## src/rtl/tmr_scrub_reg.sv

```systemverilog
// Triple-redundant register with bitwise 2-of-3 vote, periodic scrubbing,
// a saturating corrected-upset counter and a test-only fault-injection port.
module tmr_scrub_reg #(
    parameter int unsigned      WIDTH        = 8,
    parameter logic [WIDTH-1:0] RESET_VAL    = '0,
    parameter int unsigned      SCRUB_PERIOD = 16,
    parameter int unsigned      CNT_W        = 8
) (
    input  logic             clk,
    input  logic             rst_n,
    input  logic             load,
    input  logic [WIDTH-1:0] d,
    output logic [WIDTH-1:0] q,
    input  logic             inj_en,
    input  logic [1:0]       inj_sel,
    input  logic [WIDTH-1:0] inj_mask,
    output logic             mismatch,
    output logic             scrub_tick,
    output logic [CNT_W-1:0] err_cnt,
    output logic             err_sticky,
    input  logic             clr_err
);

    localparam int unsigned      TW       = (SCRUB_PERIOD > 1) ? $clog2(SCRUB_PERIOD) : 1;
    localparam logic [TW-1:0]    TMR_LAST = TW'(SCRUB_PERIOD - 1);
    localparam logic [CNT_W-1:0] CNT_MAX  = '1;

    logic [WIDTH-1:0] c_q [3];
    logic [WIDTH-1:0] c_d [3];
    logic [TW-1:0]    timer_q, timer_d;
    logic             mismatch_q, mismatch_d;
    logic             scrub_tick_q, scrub_tick_d;
    logic [CNT_W-1:0] err_cnt_q, err_cnt_d;
    logic             err_sticky_q, err_sticky_d;

    logic [WIDTH-1:0] maj;
    logic             disagree;
    logic             scrub_evt;
    logic             corrected;

    always_comb begin
        maj       = (c_q[0] & c_q[1]) | (c_q[1] & c_q[2]) | (c_q[0] & c_q[2]);
        disagree  = |((c_q[0] ^ c_q[1]) | (c_q[1] ^ c_q[2]));
        scrub_evt = (timer_q == TMR_LAST);
        corrected = scrub_evt && !load && disagree;
    end

    // Injection is XORed after the scrub write so a fault planted on a
    // scrub edge survives until the following scrub.
    always_comb begin
        for (int unsigned i = 0; i < 3; i++) begin
            c_d[i] = c_q[i];
            if (load) begin
                c_d[i] = d;
            end else begin
                if (scrub_evt) c_d[i] = maj;
                if (inj_en && (inj_sel == 2'(i))) c_d[i] = c_d[i] ^ inj_mask;
            end
        end
    end

    always_comb begin
        timer_d      = scrub_evt ? '0 : timer_q + TW'(1);
        mismatch_d   = disagree;
        scrub_tick_d = scrub_evt;
        err_cnt_d    = err_cnt_q;
        err_sticky_d = err_sticky_q;
        if (clr_err) begin
            err_cnt_d    = '0;
            err_sticky_d = 1'b0;
        end else if (corrected) begin
            err_sticky_d = 1'b1;
            if (err_cnt_q != CNT_MAX) err_cnt_d = err_cnt_q + CNT_W'(1);
        end
    end

    always_ff @(posedge clk or negedge rst_n) begin
        if (!rst_n) begin
            for (int unsigned i = 0; i < 3; i++) c_q[i] <= RESET_VAL;
            timer_q      <= '0;
            mismatch_q   <= 1'b0;
            scrub_tick_q <= 1'b0;
            err_cnt_q    <= '0;
            err_sticky_q <= 1'b0;
        end else begin
            for (int unsigned i = 0; i < 3; i++) c_q[i] <= c_d[i];
            timer_q      <= timer_d;
            mismatch_q   <= mismatch_d;
            scrub_tick_q <= scrub_tick_d;
            err_cnt_q    <= err_cnt_d;
            err_sticky_q <= err_sticky_d;
        end
    end

    always_comb begin
        q          = maj;
        mismatch   = mismatch_q;
        scrub_tick = scrub_tick_q;
        err_cnt    = err_cnt_q;
        err_sticky = err_sticky_q;
    end

endmodule

```

## config.mk

```make
export PLATFORM = sky130hd
export DESIGN_NAME = tmr_scrub_reg
export DESIGN_NICKNAME = d
export VERILOG_FILES = /design/src/rtl/tmr_scrub_reg.sv
export SDC_FILE = /design/constraint.sdc
export NUM_CORES = 1
export LEC_CHECK = 0
export BUFFER_PORTS_ARGS = -buffer_cell sky130_fd_sc_hd__buf_2
export CAP_MARGIN = 10
export CORE_UTILIZATION = 56
export DETAILED_ROUTE_END_ITERATION = 10
export PLACE_DENSITY_LB_ADDON = 0.12
export SLEW_MARGIN = 20
export SYNTH_ARGS = -nofsm -noshare
export SYNTH_HDL_FRONTEND = slang
export SYNTH_SLANG_ARGS = --single-unit
```

## constraint.sdc

```tcl
create_clock -name clk -period 2.6 [get_ports clk]
set_clock_uncertainty 0.15 [all_clocks]
set_input_delay 0.26 -clock clk [delete_from_list [all_inputs] [get_ports clk]]
set_output_delay 0.26 -clock clk [all_outputs]
set_load 0.03 [all_outputs]
```

==> results of run 1 <==
[placed cells by master, fill, tap and decap left out, drive strengths merged, types with 2 or more instances in the layout]
cell type	count
a31oi	2
or4	3
inv	3
nor2	6
nand2b	3
a21oi	6
clkinv	2
o31ai	3
clkbuf	5
nand3	2
xor2	25
nor2b	2
o21ai	2
mux2	26
dfrtp	39
a211oi	3
mux2i	25
buf	43
nor4	5
ha	18
nor3	2
a211o	8
and3b	2
nand2	26
[layer usage]
metal,global-route usage,share of wire,up-vias
met1,0.276,0.45,873
li1,-,-,912
met2,0.370,0.50,39
met3,0.0451,0.039,6
met4,0.0567,0.010,0
met5,0,0,-
[where the power goes]
group / internal, mW / switching, mW
clock network: 0.286 / 0.224
registers: 0.663 / 0.0510
logic: 0.190 / 0.241
total: 1.14 / 0.516
[worst paths after layout]
path | start | to | slack [ps] | cells past startpoint
hold reg to reg | timer_q[3]$_DFF_PN0_ | timer_q[3]$_DFF_PN0_ | 330 | 1
min in group asynchronous | rst_n | err_cnt[2]$_DFFE_PN0P_ | 460 | 2
hold / removal | d[3] | c_q[19]$_DFF_PN0_ | 70 | 2
setup / recovery | c_q[4]$_DFF_PN0_ | err_cnt[2]$_DFFE_PN0P_ | 410 | 6
max in group asynchronous | rst_n | c_q[12]$_DFF_PN0_ | 1290 | 2
setup reg to reg | c_q[4]$_DFF_PN0_ | err_cnt[2]$_DFFE_PN0P_ | 410 | 6
[cell type report]
cell class	count	area share
repair buffers	44	0.0839
clock inverters	3	0.0151
multi-input cells	178	0.514
well taps	52	0.0225
flip-flops and latches	39	0.337
clock buffers	5	0.0238
inverters	3	0.00389
[cells by family after synthesis]
| group | count (synthesis) | share of synthesized area |
|---|---|---|
| simple gates | 58 | 0.125 |
| mux | 51 | 0.214 |
| flops | 39 | 0.384 |
| compound gates | 26 | 0.0719 |
| xor+xnor | 25 | 0.0861 |
| fa+ha+maj | 18 | 0.0886 |
| buf+inv | 14 | 0.0315 |
[flip-flops by register name, summed over array words and instances (netlist names)]
signal	cells
c_q	24
mismatch	1
timer_q	4
err_sticky	1
err_cnt	8
scrub_tick	1
[metrics by stage]
| stage | hold WS, ps | utilization | cells | worst slack [ps] | total power, mW |
|---|---|---|---|---|---|
| after floorplan | -186 | - | 231 | 609 | 1.03 |
| after CTS | 66.8 | 0.665 | 324 | 365 | 1.67 |
| final | 74.3 | 0.665 | 324 | 409 | 1.65 |
| after global routing | 74.9 | 0.665 | 324 | 289 | 1.74 |
| after global placement | 276 | 0.636 | 315 | 425 | 1.15 |
| after detailed placement | 284 | 0.636 | 315 | 390 | 1.16 |
[worst max-delay path, delay by kind of cell (launching register included)]
family	cells	cell delay [ps]
simple gates	2	800
flops	1	410
fa+ha+maj	1	300
buf+inv	1	160
compound gates	2	260
==> flow_metrics.tcl, run 1 <==
set metrics [dict create \
    cts_resized 0 \
    cts_made_buffers 5 \
    critPathRequiredTime_ps 2630 \
    cts_hold_buf 1 \
    wl_per_cell_um 15.1 \
    yosysUniqueCellTypes 37 \
    clkLatencyLatePin_ps 290 \
    grt_use_total 0.215 \
    synth_common_cells "dfrtp_1, mux2_2, nand2_1" \
    antenna_left 0 \
    core_area_um2 4350 \
    rows 24 \
    cp_max_fo 11 \
    io_buffers 41 \
    yosysSeqAreaShare 0.384 \
    dieWidth_um 69.4 \
    synth_area_per_cell_um2 11.0 \
    endpoint_kind "flip-flop" \
    path_class "reg -> reg" \
    nFillCells 344 \
    pin_count 42 \
    syn-num-nets 272 \
    ys_async_sr_fraction 1.00 \
    worstMarginPinSlew_ps 867 \
    grt_pass1_vias 1757 \
    max-vdd-ir-drop_v 0.000353 \
    grt_max_degree 40 \
    p_leak_nw 1.25 \
    synth_area_leaders "dfrtp_1, mux2_2, mux2i_1" \
    multi_input_area_um2 1490 \
    start_util 0.584 \
    crit_chain "ha_1 > nor4_1 > and4_1 > inv_1 > a31oi_1 > a211oi_1" \
    place_area_um2 2770 \
    powerDensity_nw_per_um2 572 \
    fin_crit_sh 0.843 \
    cts_root_buf "clkbuf_8" \
    clkTransAtPathRegs_ps 80 \
    drt-initial-drc-count 83 \
    grt_overflow 0 \
    layout-drive-gt1-share 0.294 \
    dieHeight_um 69.4 \
    grt_pass1_wl_um 8200 \
    gp_congestion 0.774 \
    period_minus_slack_ps 2190 \
    dieArea_um2 4810 \
    rsz0062_at_grt "no" \
    nets 312 \
    htreeDepth 2 \
    fmax_ghz 0.456 \
    antenna_found_initial 0 \
    synth_edf_count 0 \
    cts_sinks 39 \
    drcViolationCount 0 \
    drt_wl_total_um 4880 \
    register_area_um2 976 \
    drv_cap 0 \
    slew_violations 0 \
    fin_tns_setup_ps 0 \
    yosysWarnings 0 \
    syn_inst 231 \
    cts_tree "done" \
    vias_per_cell 5.65 \
    setup_violations 0 \
    crit_path_top_delay_cell "and4_1" \
    synth.most_common_cell "dfrtp_1" \
    ctsLongestPathBuffers 2 \
    post-cts-setup-buffer-count 0 \
    cp-start-kind "flip-flop" \
    dp_hpwl_um 3510 \
    syn_to_final_growth_pct 13.8 \
    crit_arrival_ps 2220 \
    cp_slowest_stage_delay_ps 460 \
    hold_viol 0 \
    outcome "finished clean" \
    synth_top_area_frac 0.384 \
    synth_area_leader_cell "dfrtp_1" \
    synthFlopType "dfrtp_1" \
    syn_area_um2 2540 \
    hold_class "in -> reg" \
    fin_area_um2 2890 \
    diodes 0 \
    dr.pass1.iters 4 \
    vias 1830 \
    slew_headroom 0.422 \
    ys_seq_elements 39 \
]
Power figures use the tool's default switching activity.
==> inputs of run 2 (changes only) <==
- ABC_AREA: not set -> 1
- CORE_UTILIZATION: 56 -> 57
- clock period: 2.6 -> 2.25 ns (I/O delays scaled with it)
==> run 2 against run 1 <==
Net effect:
- register-to-register slack is essentially flat
- critical endpoint is now err_cnt[4]$_DFFE_PN0P_
- first-iteration DRC count grew 30%
- sequential cell count is the same
- hold slack lost 46 ps
- count of clock-buffer cells in the layout is the same
==> flow_metrics.tcl, run 2 <==
set metrics [dict create \
    cp-start-kind "flip-flop" \
    syn-num-nets 400 \
    path_class "reg -> reg" \
    synth_compound_area_frac 0.0816 \
    syn_inst 359 \
    synth_top_area_frac 0.379 \
    setup_violations 0 \
    hold_viol 0 \
    yosysWarnings 0 \
    synth-simple-area-share 0.382 \
    grt_pass1_wl_um 9990 \
    cts_made_buffers 5 \
    crit_arrival_ps 1930 \
    dieWidth_um 69.2 \
    synth_area_leader_cell "dfrtp_1" \
    syn_to_final_growth_pct 14.5 \
    drt-initial-drc-count 108 \
    diodes 0 \
    fin_hold_ws_ps 28.3 \
    ys_async_sr_fraction 1.00 \
    powerDensity_nw_per_um2 615 \
    dieArea_um2 4790 \
    synth_area_leaders "dfrtp_1, nand2_1, ha_1" \
    clkTransAtPathRegs_ps 80 \
    cts_root_buf "clkbuf_8" \
    worst_slack_ps 405 \
    yosysSeqAreaShare 0.379 \
    drt_wl_total_um 5780 \
    slew_headroom 0.541 \
    numPlacedInstances 448 \
    p_sw_mw 0.583 \
    cts_sinks 39 \
    slew_violations 0 \
    synth_mux_area_frac 0 \
    period_minus_slack_ps 1840 \
    pin_count 42 \
    final_cell_mix "nand2_1, nand3_1, buf_2, dfrtp_1, nor2_1" \
    core_area_um2 4350 \
    fin_total_pwr_mw 1.82 \
    swShare 0.321 \
    grt_pass1_vias 2303 \
    dp_hpwl_um 4150 \
    pre_cts_slack_ps 442 \
    fin_tns_setup_ps 0 \
    synth_edf_count 0 \
    antenna_left 0 \
    largest_reg_flops 24 \
    gp_congestion 0.862 \
    antenna_found_initial 0 \
    syn_area_um2 2580 \
    drv_cap 0 \
    comb_power_share 0.234 \
    io_buffers 41 \
    synth_top_family_by_area "simple AND/OR/NAND/NOR gates" \
    drcViolationCount 0 \
    grt_max_degree 25 \
    final_util 0.678 \
    clkLatencyLatePin_ps 290 \
    synth.most_common_cell "nand2_1" \
    start_util 0.592 \
    ys_seq_elements 39 \
    layout-drive-gt1-share 0.153 \
    hold_class "in -> reg" \
    final_common_cell "nand2_1" \
    wl_per_cell_um 12.7 \
    fin_crit_sh 0.820 \
    grt_use_total 0.260 \
    clkPwrFrac 0.324 \
    rows 24 \
    critPathRequiredTime_ps 2330 \
    vias_per_cell 5.45 \
    synthFlopType "dfrtp_1" \
    dr.pass1.iters 4 \
    synth_area_per_cell_um2 7.18 \
    outcome "finished clean" \
    pwr-share-seq 0.442 \
    cts_tree "done" \
    grt_overflow 0 \
    fin_area_um2 2950 \
    dieHeight_um 69.2 \
    yosysUniqueCellTypes 26 \
    rsz0062_at_grt "no" \
    finalNonFillerCells 457 \
    htreeDepth 2 \
    place_area_um2 2830 \
    synth_common_cells "nand2_1, nand3_1, dfrtp_1" \
    internal_power_mw 1.23 \
    max-vdd-ir-drop_v 0.000407 \
    endpoint_kind "flip-flop" \
    synthAdderAreaFrac 0.0874 \
    nets 445 \
    vias 2490 \
    largest_register "c_q" \
    cp_max_fo 19 \
    fmax_ghz 0.542 \
    post-cts-setup-buffer-count 0 \
    p_leak_nw 1.62 \
    worstMarginPinSlew_ps 686 \
    ctsLongestPathBuffers 2 \
    synthXorXnorAreaFrac 0.0136 \
]
## run 2: changes by cell type after synthesis, moves of 16 or more
cell / change
o21ai_1: +16
nand2_1: +110
inv_1: +22
xor2_1: -21
mux2i_1: -25
nand3_1: +42
nor2_1: +24
mux2_2: -26
## run 2: cells by family (layout without fill, tap and decap cells)
| kind of cell | count (synthesis) | count (layout) |
|---|---|---|
| flops | 39 | 39 |
| simple gates | 222 | 222 |
| compound gates | 42 | 42 |
| buf+inv | 34 | 80 |
| xor+xnor | 4 | 4 |
| fa+ha+maj | 18 | 18 |
## run 2: worst paths after layout
check / from / to / slack, ps / cells after the start
min: d[0] / c_q[16]$_DFF_PN0_ / 30 / 3
max: timer_q[0]$_DFF_PN0_ / err_cnt[4]$_DFFE_PN0P_ / 410 / 9
min in group asynchronous: rst_n / c_q[21]$_DFF_PN0_ / 220 / 2
max reg2reg: timer_q[0]$_DFF_PN0_ / err_cnt[4]$_DFFE_PN0P_ / 410 / 9
max in group asynchronous: rst_n / c_q[1]$_DFF_PN0_ / 1080 / 3
min reg2reg: timer_q[3]$_DFF_PN0_ / timer_q[3]$_DFF_PN0_ / 340 / 1
## run 2: layout make-up
type	count	area [µm²]
multi-input combinational	286	1450
fill	375	1400
sequential	39	976
timing repair buffer	45	238
inverter	27	106
clock buffer	5	68.8
tap	52	65.1
clock inverter	3	43.8
## run 2: power groups by stage
stage	clock [mW]	sequential, mW	combinational (mW)
after global placement	0	0.814	0.414
after CTS	0.596	0.803	0.428
final	0.588	0.803	0.425
after global routing	0.622	0.811	0.490
after floorplan	0	0.820	0.286
after detailed placement	0	0.816	0.424
## run 2: repair_timing
action                                 CTS  global route
resized for setup                        0             0
endpoints found under the hold margin   15             0
hold buffers                             1             0
## run 2: critical path: stages, from the launching register on
cell	delay, ps
dfrtp_1	370
ha_1	200
nand2_2	100
nor2_8	280
inv_6	140
nor2_8	120
nand3_4	140
nand2_4	140
nand2_1	60
nand2_1	60
## run 2: routing by layer
layer | GRT usage | wire length (µm) | vias to the layer above | part of all wire
met3 | 0.0436 | 424 | 9 | 0.073
met2 | 0.425 | 2720 | 89 | 0.47
met1 | 0.356 | 2560 | 1140 | 0.44
met4 | 0.0794 | 75 | 0 | 0.013
met5 | 0 | 0 | - | 0
li1 | - | - | 1252 | -
==> inputs of run 3 (changes only) <==
- clock period: 2.25 -> 1.8 ns (I/O delays scaled with it)
==> run 3 against run 2 <==
Net effect:
- sequential cell count did not move
- via count rose by 5.0%
- total power rose by 28%
- core utilization rose by 6.3 points
- critical path depth did not move
- count of clock-buffer cells in the layout did not move
- cell area rose by 9.3%
- critical endpoint is now err_cnt[6]$_DFFE_PN0P_
- highest routed layer unchanged
==> flow_metrics.tcl, run 3 (synthesis results as in run 2) <==
set metrics [dict create \
    core_area_um2 4350 \
    antenna_found_initial 0 \
    r2r_start "c_q[6]$_DFF_PN0_" \
    multi_input_area_um2 1530 \
    cp_max_fo 4 \
    io_buffers 41 \
    grt_use_total 0.262 \
    drt_wl_total_um 6280 \
    finalNonFillerCells 483 \
    nets 471 \
    cts_tree "done" \
    grt_max_degree 40 \
    final_common_cell "nand2_1" \
    swShare 0.323 \
    start_util 0.592 \
    slew_violations 0 \
    pre_cts_slack_ps 4.08 \
    clkTransAtPathRegs_ps 80 \
    vias_per_cell 5.41 \
    syn_to_final_growth_pct 25.1 \
    rows 24 \
    drcViolationCount 0 \
    grt_overflow 0 \
    cts_made_buffers 5 \
    dp_hpwl_um 4150 \
    r2r_end "err_cnt[6]$_DFFE_PN0P_" \
    cp-startpoint "c_q[6]$_DFF_PN0_" \
    register_area_um2 976 \
    p_leak_nw 1.76 \
    endpoint_kind "flip-flop" \
    antenna_left 0 \
    worstRegToRegCells 9 \
    period_minus_slack_ps 1770 \
    cp-start-kind "flip-flop" \
    dieArea_um2 4790 \
    hold_class "in -> reg" \
    worstMarginPinSlew_ps 504 \
    final_util 0.741 \
    cts_sinks 39 \
    cp_slowest_stage_delay_ps 410 \
    final_cell_mix "nand2_1, nand3_1, buf_2, dfrtp_1, nor2_1" \
    fin_hold_ws_ps 27.8 \
    pin_count 42 \
    numPlacedInstances 455 \
    dieHeight_um 69.2 \
    wl_per_cell_um 13.0 \
    hold_viol 0 \
    p_sw_mw 0.751 \
    largest_reg_flops 24 \
    fin_crit_sh 0.983 \
    internal_power_mw 1.58 \
    crit_path_frequent_cell "nand2_1" \
    grt_pass1_vias 2342 \
    cts_root_buf "clkbuf_8" \
    dr.pass1.iters 4 \
    nFillCells 335 \
    diodes 0 \
    outcome "finished clean" \
    r2r_slack_ps 30 \
    grt_pass1_wl_um 9980 \
    gp_congestion 0.835 \
    ctsLongestPathBuffers 2 \
    crit_family "simple AND/OR/NAND/NOR gates" \
    largest_register "c_q" \
    crit_chain "ha_1 > nor2_1 > nand2_1 > nor2_2 > nand2_2 > buf_4 > nand3_2 > nand3_1 > nand2_1" \
    slew_headroom 0.664 \
    setup_violations 0 \
    cp.buffers_inverters 1 \
    crit_arrival_ps 1860 \
    worst_slack_ps 29.8 \
    fmax_ghz 0.565 \
    htreeDepth 2 \
    vias 2614 \
    max-vdd-ir-drop_v 0.000414 \
    dieWidth_um 69.2 \
    cp.depth 9 \
    crit_path_top_delay_cell "dfrtp_1" \
    path_class "reg -> reg" \
    drt-initial-drc-count 207 \
    clkPwrFrac 0.317 \
    rsz0062_at_grt "yes" \
    pwr-share-seq 0.431 \
    layout-drive-gt1-share 0.213 \
    crit_end "err_cnt[6]$_DFFE_PN0P_" \
    comb_power_share 0.252 \
    powerDensity_nw_per_um2 721 \
    critPathRequiredTime_ps 1890 \
    drv_cap 0 \
    clkLatencyLatePin_ps 300 \
]
==> run 3: worst min path at each step <==
stage                     startpoint                end  cells after the start
final                           d[3]  c_q[11]$_DFF_PN0_                      3
after global routing            d[3]  c_q[19]$_DFF_PN0_                      3
after CTS                       d[3]  c_q[19]$_DFF_PN0_                      3
after detailed placement       rst_n   c_q[5]$_DFF_PN0_                      2
after global placement         rst_n   c_q[5]$_DFF_PN0_                      2
after floorplan                rst_n   c_q[0]$_DFF_PN0_                      0
==> run 3: area by class of cell <==
class	count	area share
Clock buffer	5	0.0213
Timing Repair Buffer	69	0.136
Tap cell	52	0.0202
Multi-Input combinational cell	288	0.473
Inverter	27	0.0330
Clock inverter	3	0.0136
Sequential cell	39	0.303
==> run 3: timing repair <==
item                       in CTS  in global routing
pin swaps                       1                 10
setup buffers                   3                  7
hold buffers                    8                  0
hold endpoints to repair       49                  0
resized for setup               1                 14
setup endpoints to repair       9                 18
cloned                          1                  1
==> run 3: layer usage <==
layer | vias up | global-route usage | part of all wire
met5 | - | 0 | 0
met1 | 1219 | 0.336 | 0.44
met4 | 0 | 0.102 | 0.017
met3 | 12 | 0.0523 | 0.054
met2 | 68 | 0.436 | 0.49
li1 | 1315 | - | -
==> run 3: tightest hold or removal path, stage by stage <==
cell,delay (ps)
buf_2,80
nand2_1,100
o21ai_1,90
==> run 3: metrics by stage <==
step | TNS [ps] | total power, mW | area, µm²
final | 0 | 2.33 | 3230
after floorplan | 0 | 1.38 | 2580
after global routing | -126 | 2.46 | 3230
after detailed placement | 0 | 1.57 | 2880
after global placement | 0 | 1.55 | 2880
after CTS | 0 | 2.31 | 3110
==> run 3: power groups by stage <==
stage | combinational [mW] | sequential [mW] | clock, mW
2_1_floorplan | 0.358 | 1.02 | 0
3_3_place_gp | 0.534 | 1.01 | 0
3_5_place_dp | 0.549 | 1.02 | 0
4_1_cts | 0.565 | 1.00 | 0.747
5_1_grt | 0.662 | 1.01 | 0.784
6_report | 0.587 | 1.00 | 0.738
